===== config.mk =====
export PLATFORM = sky130hd
export DESIGN_NAME = uart_transmitter
export DESIGN_NICKNAME = d
export VERILOG_FILES = /design/src/rtl/uart_transmitter_pkg.sv /design/src/rtl/uart_transmitter_fifo.sv /design/src/rtl/uart_transmitter.sv
export SDC_FILE = /design/constraint.sdc
export NUM_CORES = 1
export LEC_CHECK = 0
export CORE_MARGIN = 2
export CORE_UTILIZATION = 40
export CTS_CLUSTER_SIZE = 14
export DETAILED_ROUTE_END_ITERATION = 7
export PLACE_DENSITY = 0.66
export SYNTH_ARGS = -nofsm -noshare
export SYNTH_HDL_FRONTEND = slang
export SYNTH_SLANG_ARGS = --single-unit

===== constraint.sdc =====
create_clock -name clk -period 3.7 [get_ports clk]
set_input_delay 0.37 -clock clk [delete_from_list [all_inputs] [get_ports clk]]
set_output_delay 0.37 -clock clk [all_outputs]
set_load 0.01 [all_outputs]

===== src/rtl/uart_transmitter_pkg.sv =====
// Shared UART definitions: transmitter FSM states and serial frame constants.
package uartUtil;

    typedef enum logic [1:0] {
        IDLE,
        START,
        SEND,
        STOP
    } states_t;

    localparam int   DATA_BITS = 8;
    localparam logic START_BIT = 1'b0;
    localparam logic STOP_BIT  = 1'b1;

endpackage


===== src/rtl/uart_transmitter_fifo.sv =====
// Circular byte buffer feeding the transmitter; the read word is visible combinationally.
module uart_tx_fifo
    import uartUtil::*;
#(
    parameter int unsigned FIFO_DEPTH = 4
) (
    input  logic                 clk,
    input  logic                 rst,
    input  logic                 push,
    input  logic [DATA_BITS-1:0] pushData,
    input  logic                 pop,
    output logic [DATA_BITS-1:0] popData,
    output logic                 empty,
    output logic                 full
);

    localparam int unsigned PTR_W = $clog2(FIFO_DEPTH);
    localparam int unsigned CNT_W = PTR_W + 1;

    logic [DATA_BITS-1:0] mem_q [FIFO_DEPTH];
    logic [PTR_W-1:0]     wrPtr_q;
    logic [PTR_W-1:0]     rdPtr_q;
    logic [CNT_W-1:0]     count_q;
    logic [CNT_W-1:0]     count_d;
    logic                 doPush;
    logic                 doPop;

    assign full    = (count_q == CNT_W'(FIFO_DEPTH));
    assign empty   = (count_q == '0);
    assign doPush  = push && !full;
    assign doPop   = pop && !empty;
    assign popData = mem_q[rdPtr_q];

    always_comb begin
        count_d = count_q;
        if (doPush && !doPop) begin
            count_d = count_q + CNT_W'(1);
        end else if (doPop && !doPush) begin
            count_d = count_q - CNT_W'(1);
        end
    end

    // Storage needs no reset: the count alone decides which entries are live.
    always_ff @(posedge clk) begin
        if (doPush) begin
            mem_q[wrPtr_q] <= pushData;
        end
    end

    always_ff @(posedge clk or negedge rst) begin
        if (!rst) begin
            wrPtr_q <= '0;
            rdPtr_q <= '0;
            count_q <= '0;
        end else begin
            count_q <= count_d;
            if (doPush) begin
                wrPtr_q <= wrPtr_q + PTR_W'(1);
            end
            if (doPop) begin
                rdPtr_q <= rdPtr_q + PTR_W'(1);
            end
        end
    end

endmodule


===== src/rtl/uart_transmitter.sv =====
// UART transmit stage: queues bytes through a valid/ready FIFO and sends 8N1 frames back to back.
module uart_transmitter
    import uartUtil::*;
#(
    parameter int unsigned CLKS_PER_BIT = 1,
    parameter int unsigned FIFO_DEPTH   = 4
) (
    input  logic                 clk,
    input  logic                 rst,
    input  logic [DATA_BITS-1:0] txData,
    input  logic                 txValid,
    output logic                 txReady,
    output logic                 transmitterOutput,
    output logic                 busy
);

    localparam logic [15:0] LAST_TICK = 16'(CLKS_PER_BIT - 1);
    localparam logic [2:0]  LAST_BIT  = 3'(DATA_BITS - 1);

    states_t              state_q;
    logic [15:0]          tick_q;
    logic [2:0]           bitIndex_q;
    logic [DATA_BITS-1:0] shiftReg_q;
    logic                 line_q;

    logic                 bitDone;
    logic                 pop;
    logic                 fifoEmpty;
    logic                 fifoFull;
    logic [DATA_BITS-1:0] popData;

    uart_tx_fifo #(
        .FIFO_DEPTH(FIFO_DEPTH)
    ) fifo (
        .clk     (clk),
        .rst     (rst),
        .push    (txValid),
        .pushData(txData),
        .pop     (pop),
        .popData (popData),
        .empty   (fifoEmpty),
        .full    (fifoFull)
    );

    assign bitDone           = (tick_q == LAST_TICK);
    assign pop               = !fifoEmpty && ((state_q == IDLE) || ((state_q == STOP) && bitDone));
    assign txReady           = !fifoFull;
    assign busy              = (state_q != IDLE);
    assign transmitterOutput = line_q;

    // The line flop is loaded with the level of the state/bit being entered, so it never glitches.
    always_ff @(posedge clk or negedge rst) begin
        if (!rst) begin
            state_q    <= IDLE;
            tick_q     <= '0;
            bitIndex_q <= '0;
            shiftReg_q <= '0;
            line_q     <= STOP_BIT;
        end else begin
            case (state_q)
                IDLE: begin
                    tick_q <= '0;
                    line_q <= STOP_BIT;
                    if (!fifoEmpty) begin
                        shiftReg_q <= popData;
                        state_q    <= START;
                        line_q     <= START_BIT;
                    end
                end
                START: begin
                    if (bitDone) begin
                        tick_q     <= '0;
                        bitIndex_q <= '0;
                        state_q    <= SEND;
                        line_q     <= shiftReg_q[0];
                    end else begin
                        tick_q <= tick_q + 16'd1;
                    end
                end
                SEND: begin
                    if (bitDone) begin
                        tick_q     <= '0;
                        shiftReg_q <= shiftReg_q >> 1;
                        if (bitIndex_q == LAST_BIT) begin
                            state_q <= STOP;
                            line_q  <= STOP_BIT;
                        end else begin
                            bitIndex_q <= bitIndex_q + 3'd1;
                            line_q     <= shiftReg_q[1];
                        end
                    end else begin
                        tick_q <= tick_q + 16'd1;
                    end
                end
                STOP: begin
                    if (bitDone) begin
                        tick_q <= '0;
                        if (!fifoEmpty) begin
                            shiftReg_q <= popData;
                            state_q    <= START;
                            line_q     <= START_BIT;
                        end else begin
                            state_q <= IDLE;
                            line_q  <= STOP_BIT;
                        end
                    end else begin
                        tick_q <= tick_q + 16'd1;
                    end
                end
                default: begin
                    state_q <= IDLE;
                    tick_q  <= '0;
                    line_q  <= STOP_BIT;
                end
            endcase
        end
    end

endmodule


==> results of run 1 <==
==> stage by stage <==
step,hold slack [ns],area [um2]
4_1_cts,0.1308,3722
2_1_floorplan,0.07441,3304
3_3_place_gp,0.4795,3530
5_1_grt,0.1766,3722
3_5_place_dp,0.4968,3530
6_report,0.1039,3722
==> state kept, by name, indices dropped and copies added (netlist names) <==
| name | count |
|---|---|
| fifo.mem_q | 32 |
| transmitterOutput | 1 |
| fifo.wrPtr_q | 2 |
| fifo.rdPtr_q | 2 |
| shiftReg_q | 8 |
| tick_q | 16 |
| bitIndex_q | 3 |
| state_q | 2 |
| fifo.count_q | 3 |
==> path summary, 6_finish.rpt <==
path / from / endpoint / slack (ns)
min: rst / tick_q[14] / 0.10
max in group asynchronous: rst / tick_q[0] / 3.08
min in group clk: fifo.count_q[2] / fifo.count_q[2] / 0.51
min reg2reg: fifo.count_q[2] / fifo.count_q[2] / 0.51
max reg2reg: tick_q[0] / fifo.count_q[1] / 1.07
max: tick_q[0] / fifo.count_q[1] / 1.07
==> power breakdown <==
group	internal [uW]	switching [uW]
Sequential	1010	151
Clock	267	333
Combinational	499	459
==> synthesized netlist by cell type, types with 2 or more instances <==
| master | count |
|---|---|
| a21oi_1 | 4 |
| a22oi_1 | 2 |
| and3_1 | 4 |
| and4_2 | 2 |
| clkbuf_1 | 3 |
| dfrtp_1 | 36 |
| edfxtp_1 | 32 |
| ha_1 | 15 |
| inv_1 | 12 |
| mux2_2 | 11 |
| mux4_2 | 8 |
| nand2_1 | 31 |
| nand3_1 | 4 |
| nand4_1 | 4 |
| nor2_1 | 16 |
| nor2b_1 | 3 |
| nor3_1 | 6 |
| nor4_2 | 2 |
| o211ai_1 | 2 |
| o21ai_0 | 8 |
| o2bb2ai_1 | 2 |
| o311ai_0 | 2 |
| or2_2 | 3 |
| or3_1 | 2 |
| xnor2_1 | 6 |
| xor2_1 | 9 |
==> cell type report <==
type,count,area (um2)
clock buffers,9,123.9
clock inverters,7,68.82
fillers,754,4370
inverters,12,45.04
multi-input cells,167,1333
flip-flops and latches,69,1888
well taps,105,131.4
repair buffers,14,132.6
==> logic make-up (layout without fill, tap and decap cells) <==
logic type,count (synthesis),after routing,share of synthesized area [%]
and+or+nand+nor,87,87,13.97
DFF,69,69,57.14
AOI/OAI and AO/OA,29,29,6.589
muxes,20,20,9.504
buffers and inverters,19,42,2.537
adders and majority gates,16,16,6.286
xor gates and xnor gates,15,15,3.976
==> cell usage in the layout, fill, tap and decap left out, types with 6 or more instances in the layout <==
master and n:
dfrtp_1 36, edfxtp_1 32, nand2_1 31, nor2_1 16, ha_1 15, inv_1 12, clkdlybuf4s50_1 12, mux2_2 11
xor2_1 9, clkbuf_8 9, o21ai_0 8, mux4_2 8, xnor2_1 6, nor3_1 6
==> layer usage <==
metal,vias to the layer above,track usage [%]
met2,21,21.63
met4,0,6.522
li1,965,-
met5,-,0
met1,964,18.64
met3,9,3.831
==> qor.csv, run 1 <==
stage,metric,value,unit
yosys,post-synth top area cell,edfxtp_1,
yosys,sequential fraction of the synthesis area,57.14,%
outcome,outcome,"finished, final reports clean",
hold_path,type of the tightest min-delay check,input port to asynchronous set/reset pin,
timing,"crit path setup slack, layout",1.073,ns
placement,Placed Cells,367,
layout,# diodes,0,
timing,Max Fclk,380.7,MHz
power_and_ir_drop,total leakage power,0.001456,uW
routing,DR vias/cell,5.115,
worst_setup_path,critical path capture point type,flip-flop,
floorplan,die area,9004,um2
cts,Hold Buf Count CTS,0,
routing,DR WL/cell,14.32,um
power_and_ir_drop,Peak VDD IR,334.7,uV
routing,Routed WL,5.483,mm
global_routing,first-pass GRT wire length,9.542,mm
worst_setup_path,Top delay family on crit path,adder cells,
cts,root buf cell,clkbuf_8,
routing,DRT iter0 DRCs,92,
worst_setup_path,buffers and inverters on the worst path,2,
timing,RSZ-0062 raised after global routing,no,
placement,dpl ws,1.074,ns
worst_setup_path,WP data arrival,2.86,ns
floorplan,core footprint,8093,um2
placement,Port Buffers,13,
cts,CTS Sinks,69,
timing,"Setup violations, final",0,
cts,total CTS buffers,9,
yosys,Mean Syn Cell Area,12.96,um2
cts,Resized cells post-CTS,0,
global_routing,initial antenna violation count,0,
worst_setup_path,startpoint type of the worst setup path,flip-flop,
yosys,Syn Inst Count,255,
worst_setup_path,crit path cell chain,inv_1 -> ha_1 -> nor3b_1 -> and4_2 -> nand2_1 -> a21o_1 -> ha_1 -> inv_1 -> fa_1 -> mux2_2,
global_routing,vias in the first global route,1981,
timing,Final Max Slew Viols,0,
timing,clk_skew,0.01273,ns
routing,DRT met1 WL,2.755,mm
floorplan,row count,33,
yosys,"FF+latch count, synth",69,
worst_setup_path,"Slowest-stage cell, CP",dfrtp_1,
cts,clock buffer depth,2,
cts,"CTS clk-pin slew, worst paths",0.09,ns
worst_setup_path,Worst path depth,10,
yosys,asr flop ratio synth,53.62,%
routing,highest routed layer,met4,
yosys,Synth top area share,29.08,%
timing,Slew headroom,45.68,%
worst_setup_path,Setup CP Type,flip-flop to flip-flop,
cts,CTS tree,yes,
yosys,prevailing post-synth register cell,dfrtp_1,
job,Max-Cap Viols,0,
layout,final design utilization,46.00,%
yosys,number of flops mapped to enable cells by yosys,32,
routing,Via Count,1959,
global_routing,gr ovfl total,0,
worst_setup_path,critical-path maximum fanout,5,
yosys,Ys Warns,0,
yosys,"top cells by area, synth","edfxtp_1 (29%), dfrtp_1 (27%), ha_1 (5.7%), mux4_2 (5.5%), mux2_2 (3.7%)",
cts,setup repair bufs after CTS,0,
routing,metal3 WL,136,um
placement,RePlAce Congestion,0.7477,
placement,Final HPWL DP,3.766,mm
timing,Final Cycle Share,70.99,%
power_and_ir_drop,Pwr Total,2719,uW
layout,area growth from synthesis to layout,12.65,%
floorplan,Starting Density,40.83,%
cts,clock latency on the worst-skew pair,0.35,ns
routing,Pre-antenna DRT Iters,4,
global_routing,GRT Resource Usage Total,14.08,%
yosys,Post-Syn Nets,282,
floorplan,die extent in x,94.89,um
layout,Post-Layout Cell Count,383,
global_routing,largest net degree at the start of global routing,38,
layout,Nets,300,
cts,H-Tree Level Count,3,
yosys,synthesized area,3304,um2
floorplan,DIE HEIGHT,94.89,um
worst_setup_path,max incr delay on CP,0.43,ns
timing,setup tns final,0,ns
timing,post-route minimum period,2.627,ns
floorplan,I/O pins,14,
layout,layout cells sized above 1,17.63,%
timing,final hold violation count,0,
yosys,Netlist cell types,52,
power_and_ir_drop,Pwr Density,730.5,nW/um2
routing,Final ANT Viol Nets,0,
routing,# DRC,0,
worst_setup_path,"Req. time, crit path",3.94,ns
routing,routed wl met2,2.492,mm
worst_setup_path,cell count of the worst reg-to-reg path,10,
timing,Least-Margin Pin Slew,0.8148,ns
No activity file was read; power rests on OpenSTA's default activity.
==> inputs of run 2 (changes only) <==
- PLACE_DENSITY: 0.66 -> 0.69
- clock period: 3.7 -> 2.4 ns (I/O delays scaled with it)
==> run 2 against run 1 <==
  * Global-route usage increased by 0.77 points
  * Critical path depth unchanged
  * Clock skew about the same
  * Register-to-register slack got worse by 0.96 ns
  * Hold slack got worse by 0.11 ns
  * Total power increased by 54%
  * Worst setup slack got worse by 0.96 ns
  * Fmax increased by 15%
  * The run now ends with negative hold slack left
  * Sequential share of layout area decreased by 1.8 points
  * Final cell count increased by 4.7%
  * Final area increased by 3.8%
==> qor.csv, run 2 (synthesized netlist as in run 1, its figures left out) <==
stage,metric,value,unit
placement,placed cell areas,3662,um2
timing,post-route minimum period,2.289,ns
placement,Port Buffers,13,
power_and_ir_drop,total leakage power,0.001538,uW
power_and_ir_drop,Peak VDD IR,370.9,uV
global_routing,gr ovfl total,0,
cts,CTS tree,yes,
layout,Layout fillers,732,
layout,Post-Layout Cell Count,401,
cts,total CTS buffers,9,
worst_setup_path,"Req. time, crit path",2.65,ns
floorplan,die area,9004,um2
placement,Placed Cells,384,
placement,RePlAce Congestion,0.8048,
floorplan,core footprint,8093,um2
floorplan,die extent in x,94.89,um
layout,Reg area,1888,um2
layout,most frequent cells in the layout,"dfrtp_1 (36), edfxtp_1 (32), nand2_1 (30), buf_4 (19), nor2_1 (16)",
layout,Nets,318,
layout,Biggest register,fifo.mem_q,
layout,Final Cell Area,3862,um2
worst_setup_path,Setup CP Type,flip-flop to flip-flop,
layout,# diodes,0,
hold_path,type of the tightest min-delay check,input port to asynchronous set/reset pin,
cts,clock latency on the worst-skew pair,0.35,ns
floorplan,I/O pins,14,
worst_setup_path,critical-path maximum fanout,3,
timing,clk_skew,0.01238,ns
layout,final design utilization,47.73,%
layout,Largest register FFs,32,
worst_setup_path,critical path capture point type,flip-flop,
cts,CTS Sinks,69,
global_routing,vias in the first global route,2051,
power_and_ir_drop,Pwr Density,1082,nW/um2
timing,setup tns final,0,ns
routing,Pre-antenna DRT Iters,4,
routing,Routed WL,5.821,mm
floorplan,row count,33,
cts,clock buffer depth,2,
routing,Via Count,2014,
cts,Hold Buf Count CTS,0,
layout,Multi-input gate area,1361,um2
timing,Slew headroom,43.19,%
timing,Fin Hold WS,-0.009627,ns
routing,DR WL/cell,14.52,um
routing,# DRC,0,
timing,Least-Margin Pin Slew,0.8521,ns
timing,Max Fclk,436.9,MHz
timing,Final Max Slew Viols,0,
placement,Final HPWL DP,4.067,mm
routing,DRT iter0 DRCs,106,
cts,"CTS clk-pin slew, worst paths",0.08,ns
timing,final hold violation count,6,
floorplan,Starting Density,40.83,%
outcome,outcome,"complete, but fails checks",
layout,"leading cell type in the layout, fill and taps excluded",dfrtp_1,
global_routing,largest net degree at the start of global routing,38,
layout,area growth from synthesis to layout,16.89,%
layout,biggest regs,"fifo.mem_q (32), tick_q (16), shiftReg_q (8)",
global_routing,first-pass GRT wire length,9.984,mm
cts,root buf cell,clkbuf_8,
routing,Final ANT Viol Nets,0,
routing,DR vias/cell,5.022,
layout,layout cells sized above 1,23.65,%
job,Max-Cap Viols,0,
global_routing,GRT Resource Usage Total,14.85,%
global_routing,initial antenna violation count,0,
worst_setup_path,startpoint type of the worst setup path,flip-flop,
outcome,failing checks,negative hold slack,
worst_setup_path,WP data arrival,2.54,ns
floorplan,DIE HEIGHT,94.89,um
timing,"Setup violations, final",0,
cts,H-Tree Level Count,3,
timing,Final Cycle Share,95.38,%
## run 2: final timing paths
path / start / end / slack [ns] / depth (start not counted)
setup / recovery: tick_q[0] / fifo.count_q[1] / 0.11 / 10
hold / removal: rst / bitIndex_q[2] / -0.01 / 1
setup reg to reg: tick_q[0] / fifo.count_q[1] / 0.11 / 10
hold reg to reg: fifo.count_q[2] / fifo.count_q[2] / 0.50 / 1
max in group asynchronous: rst / fifo.wrPtr_q[0] / 1.86 / 1
min in group clk: fifo.count_q[2] / fifo.count_q[2] / 0.50 / 1
## run 2: timing repair
action / CTS / global route
setup buffers: 0 / 1
endpoints found under the hold margin: 0 / 0
endpoints found under the setup margin: 1 / 2
gates resized for setup: 1 / 6
pin swaps: 0 / 2
## run 2: cell type report
class,instances,share of cell area [%]
clock buffers,11,3.401
clock inverters,5,0.9718
inverters,12,1.166
multi-input cells,167,35.24
flip-flops and latches,69,48.88
well taps,105,3.401
repair buffers,32,6.932
## run 2: critical path: stages, from the launching register on
cell	delay [ns]
dfrtp_1	0.38
inv_1	0.06
ha_2	0.16
nor3b_4	0.20
and4_4	0.26
nand2_2	0.06
a21o_1	0.17
ha_2	0.20
inv_2	0.05
fa_1	0.39
mux2_2	0.26
## run 2: report_power, final
group          internal (uW)  switching (uW)  leakage, uW
sequential              1560             206     0.000767
combinational            840             738     0.000692
clock                    379             456    0.0000799
## run 2: per-stage QoR
step | setup WS, ns | hold slack [ns] | power, uW
floorplan | 0.08359 | -0.05559 | 2967
global placement | 0.06565 | 0.4027 | 3331
detailed placement | -0.002773 | 0.4056 | 3379
CTS | 0.03683 | 0.02473 | 4211
global route | -0.001799 | 0.06364 | 4508
finish | 0.1109 | -0.009627 | 4179
## run 2: per-layer routing
layer | track usage, % | wire [um] | part of all wire, %
met5 | 0 | 0 | 0
met4 | 9.420 | 136 | 2.3
met2 | 22.93 | 2742 | 47
met1 | 19.50 | 2770 | 48
met3 | 2.394 | 172 | 3.0
==> inputs of run 3 (changes only) <==
- MAX_ROUTING_LAYER: default -> met4
==> run 3 against run 2 <==
  * The flow still finishes with violations (negative hold slack)
  * Register-to-register slack hardly changed
  * Clock skew hardly changed
  * Final area stayed put
  * First-iteration DRC count is 4.7% higher
  * Die area stayed put
  * Via count is 0.79% higher
  * Combinational power hardly changed
  * Worst setup slack better by 0.0020 ns
  * Critical endpoint unchanged
  * Largest power group unchanged
==> qor.csv, run 3 (synthesized netlist as in run 1, its figures left out) <==
stage,metric,value,unit
routing,metal3 WL,155,um
cts,Hold Buf Count CTS,0,
timing,setup tns final,0,ns
timing,post-route minimum period,2.287,ns
worst_setup_path,"Slowest-stage cell, CP",fa_1,
placement,Final HPWL DP,4.067,mm
worst_setup_path,Top delay family on crit path,adder cells,
outcome,failing checks,negative hold slack,
worst_setup_path,"Req. time, crit path",2.65,ns
worst_setup_path,buffers and inverters on the worst path,2,
timing,final hold violation count,5,
worst_setup_path,Setup CP Type,flip-flop to flip-flop,
floorplan,core footprint,8093,um2
layout,Nets,318,
worst_setup_path,R2R Path End,fifo.count_q[1],
floorplan,die extent in x,94.89,um
layout,area growth from synthesis to layout,16.89,%
routing,# DRC,0,
power_and_ir_drop,Peak VDD IR,369.1,uV
routing,Final ANT Viol Nets,0,
routing,highest routed layer,met4,
cts,clock latency on the worst-skew pair,0.35,ns
layout,Final Cell Area,3862,um2
cts,root buf cell,clkbuf_8,
layout,"leading cell type in the layout, fill and taps excluded",dfrtp_1,
worst_setup_path,most frequent cell on the critical path,ha_2,
worst_setup_path,Setup crit start,tick_q[0],
floorplan,die area,9004,um2
cts,clock buffer depth,2,
hold_path,type of the tightest min-delay check,input port to asynchronous set/reset pin,
job,Max-Cap Viols,0,
floorplan,row count,33,
global_routing,gr ovfl total,0,
routing,DRT met1 WL,2.742,mm
power_and_ir_drop,Pwr Density,1082,nW/um2
timing,Slew headroom,43.27,%
layout,# diodes,0,
global_routing,first-pass GRT wire length,9.956,mm
timing,Fin Hold WS,-0.009536,ns
cts,CTS Sinks,69,
cts,CTS tree,yes,
timing,Final Cycle Share,95.29,%
routing,DRT iter0 DRCs,111,
layout,Largest register FFs,32,
placement,RePlAce Congestion,0.8165,
timing,Max Fclk,437.2,MHz
cts,H-Tree Level Count,3,
global_routing,vias in the first global route,2056,
layout,Biggest register,fifo.mem_q,
routing,Pre-antenna DRT Iters,4,
routing,Routed WL,5.833,mm
floorplan,Starting Density,40.83,%
worst_setup_path,R2R setup slack,0.11,ns
timing,Final Max Slew Viols,0,
timing,"Setup violations, final",0,
placement,Port Buffers,13,
cts,total CTS buffers,9,
layout,most frequent cells in the layout,"dfrtp_1 (36), edfxtp_1 (32), nand2_1 (30), buf_4 (19), nor2_1 (16)",
floorplan,DIE HEIGHT,94.89,um
routing,Via Count,2030,
worst_setup_path,WP data arrival,2.53,ns
worst_setup_path,startpoint type of the worst setup path,flip-flop,
timing,Least-Margin Pin Slew,0.8510,ns
layout,layout cells sized above 1,23.65,%
worst_setup_path,critical-path maximum fanout,3,
worst_setup_path,crit path cell chain,inv_1 -> ha_2 -> nor3b_4 -> and4_4 -> nand2_2 -> a21o_1 -> ha_2 -> inv_2 -> fa_1 -> mux2_2,
power_and_ir_drop,total leakage power,0.001538,uW
placement,placed cell areas,3662,um2
global_routing,largest net degree at the start of global routing,38,
routing,DR WL/cell,14.55,um
worst_setup_path,critical path capture point type,flip-flop,
routing,DR vias/cell,5.062,
timing,clk_skew,0.01257,ns
floorplan,I/O pins,14,
worst_setup_path,Reg-to-Reg Start,tick_q[0],
routing,routed wl met2,2.767,mm
cts,"CTS clk-pin slew, worst paths",0.08,ns
outcome,outcome,"complete, but fails checks",
layout,biggest regs,"fifo.mem_q (32), tick_q (16), shiftReg_q (8)",
worst_setup_path,cell count of the worst reg-to-reg path,10,
worst_setup_path,max incr delay on CP,0.39,ns
global_routing,GRT Resource Usage Total,15.29,%
global_routing,initial antenna violation count,0,
==> run 3: cell counts in the layout (fill, tap and decap cells not counted) <==
No cell type changed its count.
==> run 3: worst register-to-register path, stage by stage (launching register included) <==
cell	delay, ns
dfrtp_1	0.38
inv_1	0.06
ha_2	0.16
nor3b_4	0.20
and4_4	0.26
nand2_2	0.06
a21o_1	0.17
ha_2	0.20
inv_2	0.05
fa_1	0.39
mux2_2	0.26
==> run 3: cell type report <==
| cell class | instances | area, um2 |
|---|---|---|
| fillers | 732 | 4230 |
| inverters | 12 | 45.04 |
| multi-input cells | 167 | 1361 |
| well taps | 105 | 131.4 |
| clock inverters | 5 | 37.54 |
| repair buffers | 32 | 267.8 |
| flip-flops and latches | 69 | 1888 |
| clock buffers | 11 | 131.4 |
==> run 3: worst max path at each step <==
stage	cells past startpoint	endpoint
after detailed placement	8	fifo.count_q[1]
after CTS	8	fifo.count_q[1]
after global placement	8	fifo.count_q[1]
final	10	fifo.count_q[1]
after global routing	10	fifo.count_q[1]
after floorplan	10	fifo.count_q[1]
==> run 3: report_power, final <==
group	switching, uW	internal [uW]	total, uW
Sequential	206	1560	1770
Clock	455	379	834
Combinational	740	840	1580
==> run 3: through the flow <==
stage | cells | total power (uW) | util (%) | worst slack [ns] | hold slack [ns]
after floorplan | 255 | 2967 | - | 0.08359 | -0.05559
after global placement | 384 | 3331 | 45.25 | 0.06565 | 0.4027
after detailed placement | 384 | 3379 | 45.25 | -0.002773 | 0.4056
after CTS | 400 | 4211 | 47.45 | 0.03683 | 0.02473
after global routing | 401 | 4507 | 47.73 | -0.001799 | 0.06362
final | 401 | 4181 | 47.73 | 0.1129 | -0.009536
==> run 3: per-layer routing <==
layer / track usage (%) / up-vias
li1: - / 1000
met1: 19.34 / 994
met2: 23.11 / 24
met3: 2.394 / 12
met4: 9.420 / 0
met5: - / -
==> run 3: repair_timing <==
action                     4_1_cts  5_1_grt
hold endpoints to repair         0        0
cloned                           0        0
setup endpoints to repair        1        2
resized for setup                1        6
setup buffers                    0        1
pin swaps                        0        2
